### config.mk
export PLATFORM = sky130hd
export DESIGN_NAME = triangle_setup
export DESIGN_NICKNAME = d
export VERILOG_FILES = /design/src/rtl/triangle_setup_pkg.sv /design/src/rtl/triangle_setup_recip_divider.sv /design/src/rtl/triangle_setup.sv
export SDC_FILE = /design/constraint.sdc
export NUM_CORES = 2
export LEC_CHECK = 0
export BUFFER_PORTS_ARGS = -buffer_cell sky130_fd_sc_hd__buf_2
export CAP_MARGIN = 15
export CORE_MARGIN = 5
export CORE_UTILIZATION = 55
export DETAILED_ROUTE_END_ITERATION = 7
export GPL_TIMING_DRIVEN = 0
export HOLD_SLACK_MARGIN = 0.06
export PLACE_DENSITY = 0.79
export SLEW_MARGIN = 25
export SYNTH_ARGS = -nofsm -noshare
export SYNTH_HDL_FRONTEND = slang
export SYNTH_SLANG_ARGS = --single-unit
### constraint.sdc
create_clock -name BOARD_CLK -period 6.5 [get_ports BOARD_CLK]
set_input_delay 1.3 -clock BOARD_CLK [delete_from_list [all_inputs] [get_ports BOARD_CLK]]
set_output_delay 1.3 -clock BOARD_CLK [all_outputs]
set_load 0.005 [all_outputs]
### src/rtl/triangle_setup_pkg.sv
// Shared setup-stage definitions: FSM state encoding, box indices, datapath widths.
// Box indices are common with pixel_shader.
package typhoon_pkg;

    typedef enum logic [2:0] {
        S_IDLE   = 3'd0,
        S_EDGES  = 3'd1,
        S_AREA   = 3'd2,
        S_CHECK  = 3'd3,
        S_DIVIDE = 3'd4,
        S_DONE   = 3'd5
    } setup_state_t;

    localparam int BOX_XMIN = 0;
    localparam int BOX_YMIN = 1;
    localparam int BOX_XMAX = 2;
    localparam int BOX_YMAX = 3;

    localparam int AREA_W  = 23;
    localparam int RECIP_W = 24;

    function automatic logic [9:0] min3(input logic [9:0] a, input logic [9:0] b,
                                        input logic [9:0] c);
        logic [9:0] m;
        m = (a < b) ? a : b;
        return (c < m) ? c : m;
    endfunction

    function automatic logic [9:0] max3(input logic [9:0] a, input logic [9:0] b,
                                        input logic [9:0] c);
        logic [9:0] m;
        m = (a > b) ? a : b;
        return (c > m) ? c : m;
    endfunction

endpackage

### src/rtl/triangle_setup_recip_divider.sv
// Serial restoring divider computing floor(2^RECIP_FRAC / divisor), MSB first.
// The start cycle already resolves the top quotient bit; the remaining bits follow while busy.
module recip_divider
    import typhoon_pkg::*;
#(
    parameter int RECIP_FRAC = 22,
    parameter int DIV_W      = AREA_W - 1
) (
    input  logic                  clk,
    input  logic                  reset,
    input  logic                  start,
    input  logic [DIV_W-1:0]      divisor,
    output logic                  busy,
    output logic [RECIP_FRAC:0]   quotient
);

    localparam int CW = $clog2(RECIP_FRAC + 1);

    logic [DIV_W-1:0] rem;
    logic [CW-1:0]    count;
    logic [DIV_W:0]   shifted;
    logic [DIV_W:0]   diff;
    logic             ge;

    // The dividend is a single 1 at bit RECIP_FRAC, so only the start step shifts in a 1.
    always_comb begin
        shifted = start ? {{DIV_W{1'b0}}, 1'b1} : {rem, 1'b0};
        ge      = (shifted >= {1'b0, divisor});
        diff    = ge ? (shifted - {1'b0, divisor}) : shifted;
    end

    always_ff @(posedge clk) begin
        if (reset) begin
            busy     <= 1'b0;
            rem      <= '0;
            count    <= '0;
            quotient <= '0;
        end else if (start) begin
            busy     <= 1'b1;
            rem      <= diff[DIV_W-1:0];
            count    <= CW'(RECIP_FRAC - 1);
            quotient <= (RECIP_FRAC + 1)'(ge);
        end else if (busy) begin
            rem      <= diff[DIV_W-1:0];
            quotient <= {quotient[RECIP_FRAC-1:0], ge};
            if (count == '0) begin
                busy <= 1'b0;
            end else begin
                count <= count - 1'b1;
            end
        end
    end

endmodule

### src/rtl/triangle_setup.sv
// Triangle setup: edge deltas, clipped bounding box, doubled signed area, area reciprocal
// and culling, presented on a held valid/ready output for the tile scheduler.
module triangle_setup
    import typhoon_pkg::*;
#(
    parameter int SCREEN_W   = 640,
    parameter int SCREEN_H   = 480,
    parameter int RECIP_FRAC = 22
) (
    input  logic                      BOARD_CLK,
    input  logic                      reset,
    input  logic                      in_valid,
    output logic                      in_ready,
    input  logic [9:0]                x0,
    input  logic [9:0]                y0,
    input  logic [9:0]                x1,
    input  logic [9:0]                y1,
    input  logic [9:0]                x2,
    input  logic [9:0]                y2,
    input  logic [15:0]               z0,
    input  logic [15:0]               z1,
    input  logic [15:0]               z2,
    output logic                      out_valid,
    input  logic                      out_ready,
    output logic                      culled,
    output logic signed [10:0]        x0_sx,
    output logic signed [10:0]        y0_sx,
    output logic signed [10:0]        x1_sx,
    output logic signed [10:0]        y1_sx,
    output logic signed [10:0]        x2_sx,
    output logic signed [10:0]        y2_sx,
    output logic [15:0]               z0_o,
    output logic [15:0]               z1_o,
    output logic [15:0]               z2_o,
    output logic [3:0][9:0]           box,
    output logic signed [AREA_W-1:0]  area,
    output logic signed [RECIP_W-1:0] areaRecip,
    output setup_state_t              state
);

    // Handshakes: a vertex set transfers on an edge where in_valid && in_ready (IDLE only);
    // results transfer on an edge where out_valid && out_ready (DONE only). While out_valid
    // is high every result output is held unchanged.

    localparam logic [10:0] SCREEN_W_L = 11'(SCREEN_W);
    localparam logic [10:0] SCREEN_H_L = 11'(SCREEN_H);

    logic signed [10:0]       dx1, dy1, dx2, dy2;
    logic [9:0]               x_lo, y_lo;
    logic [10:0]              x_hi_p1, y_hi_p1;
    logic [9:0]               x_hi_clip, y_hi_clip;
    logic signed [AREA_W-1:0] prod_a, prod_b;
    logic                     cull_now;
    logic                     div_start;
    logic                     div_busy;
    logic [RECIP_FRAC:0]      div_quotient;

    always_comb begin
        x_lo      = min3(x0_sx[9:0], x1_sx[9:0], x2_sx[9:0]);
        y_lo      = min3(y0_sx[9:0], y1_sx[9:0], y2_sx[9:0]);
        x_hi_p1   = {1'b0, max3(x0_sx[9:0], x1_sx[9:0], x2_sx[9:0])} + 11'd1;
        y_hi_p1   = {1'b0, max3(y0_sx[9:0], y1_sx[9:0], y2_sx[9:0])} + 11'd1;
        x_hi_clip = (x_hi_p1 > SCREEN_W_L) ? SCREEN_W_L[9:0] : x_hi_p1[9:0];
        y_hi_clip = (y_hi_p1 > SCREEN_H_L) ? SCREEN_H_L[9:0] : y_hi_p1[9:0];
        prod_a    = AREA_W'(dx2) * AREA_W'(dy1);
        prod_b    = AREA_W'(dy2) * AREA_W'(dx1);
        // Non-positive area covers both back-facing and degenerate triangles.
        cull_now  = area[AREA_W-1] || (area == '0)
                    || ({1'b0, box[BOX_XMIN]} >= SCREEN_W_L)
                    || ({1'b0, box[BOX_YMIN]} >= SCREEN_H_L);
        div_start = (state == S_CHECK) && !cull_now;
    end

    recip_divider #(
        .RECIP_FRAC (RECIP_FRAC),
        .DIV_W      (AREA_W - 1)
    ) u_div (
        .clk      (BOARD_CLK),
        .reset    (reset),
        .start    (div_start),
        .divisor  (area[AREA_W-2:0]),
        .busy     (div_busy),
        .quotient (div_quotient)
    );

    always_ff @(posedge BOARD_CLK) begin
        if (reset) begin
            state     <= S_IDLE;
            in_ready  <= 1'b1;
            out_valid <= 1'b0;
            culled    <= 1'b0;
            x0_sx     <= '0;
            y0_sx     <= '0;
            x1_sx     <= '0;
            y1_sx     <= '0;
            x2_sx     <= '0;
            y2_sx     <= '0;
            z0_o      <= '0;
            z1_o      <= '0;
            z2_o      <= '0;
            dx1       <= '0;
            dy1       <= '0;
            dx2       <= '0;
            dy2       <= '0;
            box       <= '0;
            area      <= '0;
            areaRecip <= '0;
        end else begin
            case (state)
                S_IDLE: begin
                    if (in_valid) begin
                        x0_sx    <= {1'b0, x0};
                        y0_sx    <= {1'b0, y0};
                        x1_sx    <= {1'b0, x1};
                        y1_sx    <= {1'b0, y1};
                        x2_sx    <= {1'b0, x2};
                        y2_sx    <= {1'b0, y2};
                        z0_o     <= z0;
                        z1_o     <= z1;
                        z2_o     <= z2;
                        in_ready <= 1'b0;
                        state    <= S_EDGES;
                    end
                end
                S_EDGES: begin
                    dx1           <= x1_sx - x0_sx;
                    dy1           <= y1_sx - y0_sx;
                    dx2           <= x2_sx - x0_sx;
                    dy2           <= y2_sx - y0_sx;
                    box[BOX_XMIN] <= x_lo;
                    box[BOX_YMIN] <= y_lo;
                    box[BOX_XMAX] <= x_hi_clip;
                    box[BOX_YMAX] <= y_hi_clip;
                    state         <= S_AREA;
                end
                S_AREA: begin
                    area  <= prod_a - prod_b;
                    state <= S_CHECK;
                end
                S_CHECK: begin
                    culled <= cull_now;
                    if (cull_now) begin
                        out_valid <= 1'b1;
                        state     <= S_DONE;
                    end else begin
                        state <= S_DIVIDE;
                    end
                end
                S_DIVIDE: begin
                    if (!div_busy) begin
                        areaRecip <= RECIP_W'(div_quotient);
                        out_valid <= 1'b1;
                        state     <= S_DONE;
                    end
                end
                S_DONE: begin
                    if (out_ready) begin
                        out_valid <= 1'b0;
                        in_ready  <= 1'b1;
                        state     <= S_IDLE;
                    end
                end
                default: begin
                    out_valid <= 1'b0;
                    in_ready  <= 1'b1;
                    state     <= S_IDLE;
                end
            endcase
        end
    end

endmodule

# Word level (Yosys, flattened, before mapping)

Cells that the tools add are included.

Word-level logic and storage cells: 120
Output and inout port bits: 207
Flip-flop bits (word level): 295
Input bits: 112

Bitwise operators: 4
Reductions and logical operators: 19
Equality and inequality tests: 10
Muxes and demuxes: 34
Magnitude comparators: 13
Add/sub/neg operators: 9
$mul: 2

Operators with widths:

| cell                                                                               | count |
|---|---|
| 10-bit two-way mux                                                                 | 10 |
| 22-bit two-way mux                                                                 | 3 |
| 11-bit by 11-bit multiplier with 22-bit output                                     | 2 |
| 10-bit by 10-bit subtractor with 11-bit output                                     | 4 |
| 10-bit greater-than comparator                                                     | 4 |
| 10-bit < comparator                                                                | 4 |
| 23-bit by 22-bit >= comparator with 1-bit output                                   | 1 |
| 23-bit logical NOT                                                                 | 1 |
| 23-bit two-way mux                                                                 | 1 |
| 22-bit by 22-bit subtractor with 23-bit output                                     | 1 |
| 10-bit by 1-bit adder with 11-bit output (second input constant)                   | 2 |
| 22-bit subtractor                                                                  | 1 |
| 3-bit case mux with 6 select lines                                                 | 1 |
| 5-bit two-way mux                                                                  | 3 |
| 11-bit by 10-bit greater-than comparator with 1-bit output (second input constant) | 1 |
| 11-bit by 9-bit greater-than comparator with 1-bit output (second input constant)  | 1 |
| 1-bit two-way mux                                                                  | 11 |
| 10-bit >= comparator (second input constant)                                       | 1 |
| 10-bit by 9-bit >= comparator with 1-bit output (second input constant)            | 1 |
| 3-bit two-way mux                                                                  | 3 |
| 2-bit inequality test (second input constant)                                      | 4 |
| 2-bit AND reduction                                                                | 4 |
| 3-bit by 2-bit == test with 1-bit output (second input constant)                   | 2 |
| 3-bit == test (second input constant)                                              | 2 |
| 17 further kinds                                                                   | 23 |

# Depth between registers and ports, before layout

Depth after elaboration: 11
Gate-level depth with buffers: 27
Mapped depth without buffers: 26

# Modules after synthesis

Synthesis repeated with hierarchy kept, for this count alone.

Cells, all modules: 3137
Area total of the unflattened synthesis: 26163.8 um^2

Modules (own cells, without submodules):

| module         | area an instance (um^2) | instances | sequential area each (um^2) | cells an instance |
|---|---|---|---|---|
| triangle_setup | 22609.2                 | 1         | 4884.7                      | 2684 |
| recip_divider  | 3554.7                  | 1         | 1021.0                      | 453 |

# Least setup slack after synthesis

No wires, ideal clock.

Path type: register -> register
Start point: register dx1[0]
End point: register area[21]
Path buffers: 1
Setup time: 0.087 ns
Arrival: 6.267 ns
Stages on the path, launching flop included: 24
Required time: 6.413 ns
Slack: 0.146 ns
Clock period less this slack: 6.354 ns
Cells stage by stage: dfxtp_1 > clkbuf_1 > nand2_1 > fa_1 > inv_1 > fa_1 > fa_1 > inv_1 > fa_1 > fa_1 > fa_1 > inv_1 > fa_1 > inv_1 > ha_1 > o21ai_0 > a21oi_1 > a21oi_1 > o21a_1 > a21oi_1 > a211oi_1 > a21oi_1 > xnor2_1 > o31ai_1

Longest elaborated chain between the ends: 2

RTL lines:

| item                                           | RTL line              | source |
|---|---|---|
| start, declared                                | triangle_setup.sv:48  | `logic signed [10:0] dx1, dy1, dx2, dy2;` |
| start signal, assigned                         | triangle_setup.sv:126 | `dx1 <= x1_sx - x0_sx;` |
| 11-bit by 11-bit multiplier with 22-bit output | triangle_setup.sv:66  | `prod_b = AREA_W'(dy2) * AREA_W'(dx1);` |
| 22-bit by 22-bit subtractor with 23-bit output | triangle_setup.sv:137 | `area <= prod_a - prod_b;` |
| end signal, assigned                           | triangle_setup.sv:137 |  |
| end, declared                                  | triangle_setup.sv:36  | `output logic signed [AREA_W-1:0] area,` |

No other way between the ends.
A chain may end at the register's enable or synchronous reset.

# Final worst setup path

Start point: register dx2[9]
End point: register area[20]

Longest elaborated chain between the ends: 2

RTL lines:

| item                                           | RTL line              | source |
|---|---|---|
| start, declared                                | triangle_setup.sv:48  |  |
| start signal, assigned                         | triangle_setup.sv:128 | `dx2 <= x2_sx - x0_sx;` |
| 11-bit by 11-bit multiplier with 22-bit output | triangle_setup.sv:65  | `prod_a = AREA_W'(dx2) * AREA_W'(dy1);` |
| 22-bit by 22-bit subtractor with 23-bit output | triangle_setup.sv:137 |  |

No other way between the ends.

==> results.json <==
{
  "cell_row_count": 79,
  "drt_wl_total_mm": 81.4,
  "synth-seq-cells": 295,
  "drt_iter0_markers": 1789,
  "drt-pass1-iter-count": 8,
  "fmax_ghz": 0.158,
  "cts_bufs_inserted": 34,
  "totalNegativeSetupSlack_ns": 0,
  "critical_path.startpoint": "dx2[9]",
  "startpoint_type": "flop",
  "critical_path.most_common_cell": "sky130_fd_sc_hd__fa_1",
  "final-instance-count-excl-fill": 4114,
  "h-tree-depth": 2,
  "hold_start": "in_ready",
  "viasPerCell": 5.68,
  "io_buffers": 310,
  "timing.critical_path.to_type": "flop",
  "clock_latency_ns": 0.56,
  "drcViolationCount": 0,
  "rsz_0062_raised_after_global_routing": "true",
  "number_of_antenna_violations_at_the_first_check_in_global_routing": 0,
  "fin_worst_hold_slack_ns": 0.441,
  "drtAntennaViolNets": 0,
  "final_period_minus_worst_setup_slack_ns": 6.35,
  "crit-reg2reg-launch": "dx2[9]",
  "critical-path-top-delay-family": "adder cells",
  "synthesis.area_per_instance_um2": 8.30,
  "num_vias": 23400,
  "placed_cells_incl_taps": 4041,
  "wire_length_of_the_first_global_routing_pass_mm": 126,
  "synth.yosys.warnings": 0,
  "clock_skew_ns": 0.0260,
  "synth_edf_count": 0,
  "clk_pin_slew_worst_paths_ns": 0.06,
  "route.detailed.wl_per_inst_um": 19.8,
  "timing.critical_path.cells": "buf_6, and2_4, fa_1, inv_2, fa_1, fa_1, inv_1, fa_1, fa_1, fa_1, inv_1, fa_1, inv_2, ha_4, inv_4, a211oi_2, a21boi_4, o2111ai_2, a31oi_2, a41oi_2, nor2b_4, xnor2_2, nand2_1, a21oi_1",
  "max_cap_violations": 0,
  "power.ir.vdd_worst_uv": 1410,
  "async_reset_ff_share_pct": 0,
  "cts_tree": "done",
  "syn-instance-count": 3118,
  "finalWorstSetupSlack_ns": 0.152,
  "timing_max_transition_violations_final": 0,
  "flow.area_growth_from_synthesis_pct": 16.0,
  "dp.final_hpwl_mm": 64.5,
  "post-route-period-util_pct": 97.7,
  "timing.critical_path.fanout_max": 8,
  "synth.lib_cells_used.distinct": 76,
  "maximum_number_of_pins_on_one_net_before_global_route_repair": 15,
  "finalWeightedCongestion": 0.999,
  "cts_buffer_depth": 3,
  "power.static_leakage_nw": 13.6,
  "syn_area_um2": 25900,
  "chipHeight_um": 227,
  "setup_violations": 0,
  "initial_utilization_pct": 55.6,
  "boundary_pins": 319,
  "synth_top_area_cell": "sky130_fd_sc_hd__dfxtp_1",
  "outcome": "complete, no violations",
  "slew_headroom_pct": 29.5,
  "synth_top_cells_by_area": "sky130_fd_sc_hd__dfxtp_1, sky130_fd_sc_hd__fa_1, sky130_fd_sc_hd__ha_1",
  "cts.root.buffer_cell": "sky130_fd_sc_hd__clkbuf_16",
  "post_route_cells_drive_above_1_share_pct": 15.7,
  "yosysSeqAreaShare_pct": 22.8,
  "final_hold_viol_count": 0,
  "place_worst_setup_slack_ns": -0.730,
  "report.power.total_mw": 18.7,
  "cts.sinks": 295,
  "groute.usage.overall_pct": 30.9,
  "die_area_um2": 51500,
  "placeable_area_um2": 46600,
  "synth_most_common_cell": "sky130_fd_sc_hd__nand2_1",
  "critPathKind": "flop to flop",
  "cp_max_delay_cell": "sky130_fd_sc_hd__fa_1",
  "data_required_time_of_the_worst_path_ns": 6.98,
  "path_buf_inv": 6,
  "pwr_density_cell_nw_per_um2": 622,
  "transition_at_the_pin_with_the_smallest_max_transition_slack_ns": 1.06,
  "yosys_most_used_dff": "sky130_fd_sc_hd__dfxtp_1",
  "hold_path.class": "flop to flop",
  "globalRoute.totalOverflow": 0,
  "nets": 4062,
  "cpPeakStageDelay_ns": 0.55,
  "synth.top_cell.area_share_pct": 22.8,
  "ys_top_cells_by_count": "sky130_fd_sc_hd__nand2_1, sky130_fd_sc_hd__inv_1, sky130_fd_sc_hd__dfxtp_1",
  "first_global_vias": 23100,
  "die_width_um": 227,
  "worst-endpoint-arrival_ns": 6.83
}
[layer usage]
metal / wire [um] / part of all wire [%] / vias up / track usage, %
met5: 0 / 0 / - / 0
met4: 4500 / 5.5 / 0 / 14.3
met3: 7060 / 8.7 / 258 / 7.39
met2: 39100 / 48 / 1051 / 51.9
met1: 30800 / 38 / 11200 / 38.0
li1: - / - / 10800 / -
[layout by cell type (no fill, tap or decap), types with 17 or more instances in the layout]
cell type	n
sky130_fd_sc_hd__clkbuf_1	109
sky130_fd_sc_hd__nor2_1	155
sky130_fd_sc_hd__a21oi_1	279
sky130_fd_sc_hd__and2_1	174
sky130_fd_sc_hd__clkbuf_16	35
sky130_fd_sc_hd__buf_4	38
sky130_fd_sc_hd__dfxtp_1	262
sky130_fd_sc_hd__nand2_1	511
sky130_fd_sc_hd__buf_2	316
sky130_fd_sc_hd__mux2i_1	55
sky130_fd_sc_hd__nand2b_1	20
sky130_fd_sc_hd__inv_1	415
sky130_fd_sc_hd__xnor2_1	66
sky130_fd_sc_hd__o21ai_0	57
sky130_fd_sc_hd__a211oi_1	20
sky130_fd_sc_hd__o211ai_1	27
sky130_fd_sc_hd__nand4_1	29
sky130_fd_sc_hd__ha_1	178
sky130_fd_sc_hd__nand3_1	41
sky130_fd_sc_hd__nor3_1	28
sky130_fd_sc_hd__xor2_1	17
sky130_fd_sc_hd__nor2b_1	30
sky130_fd_sc_hd__dfxtp_2	21
sky130_fd_sc_hd__fa_1	270
sky130_fd_sc_hd__a21o_1	31
[final cells by class]
class | count | area [um2]
inverters | 425 | 1600
clock inverters | 13 | 155
repair buffers | 335 | 1740
plain buffers | 153 | 837
diodes | 1 | 2.50
multi-input cells | 2240 | 18000
fillers | 3913 | 16500
flip-flops and latches | 295 | 5980
well taps | 607 | 759
clock buffers | 45 | 953
[per-stage QoR]
stage | utilization (%) | area, um2
2_1_floorplan | - | 25900
3_3_place_gp | 60.6 | 28200
3_5_place_dp | 60.6 | 28200
4_1_cts | 63.6 | 29600
5_1_grt | 64.5 | 30000
6_report | 64.5 | 30000
[flip-flops by register name, summed over array words and instances (netlist names), 16 cells and up]
register	flops
z1_o	16
u_div.quotient	23
areaRecip	23
area	23
z0_o	16
z2_o	16
u_div.rem	22
box	40
[path summary, 6_finish.rpt]
path              slack, ns       end  cells after the start
hold reg to reg        0.44  in_ready                      2
hold / removal         0.44  in_ready                      2
setup / recovery       0.15  area[20]                     24
setup reg to reg       0.15  area[20]                     24
[what timing repair did]
item	in CTS	in global routing
cloned	0	0
setup buffers	4	21
hold buffers	0	0
resized for setup	102	139
pin swaps	17	43
endpoints found under the setup margin	16	18
[worst min-delay path: cells and delay by family (launching register included)]
family / cells / cell delay, ns
flops: 1 / 0.31
simple gates: 2 / 0.09
[cells by family (layout without fill, tap and decap cells)]
group	count (synthesis)	in the layout	synth area share (%)
compound gates	567	567	13.7
xor+xnor	84	84	2.84
fa+ha+maj	466	466	30.6
buf+inv	589	971	8.71
flops	295	295	22.8
mux	62	62	2.45
other cells	1	8	0.0145
simple gates	1054	1054	18.8
[power by group]
group          internal [mW]  switching, mW  leakage [nW]
clock                   1.12          0.822         0.531
combinational           6.30           7.87          10.6
sequential              2.12          0.432          2.42
total                   9.55           9.12          13.6
Note: power is estimated with default switching activity, not from simulation.
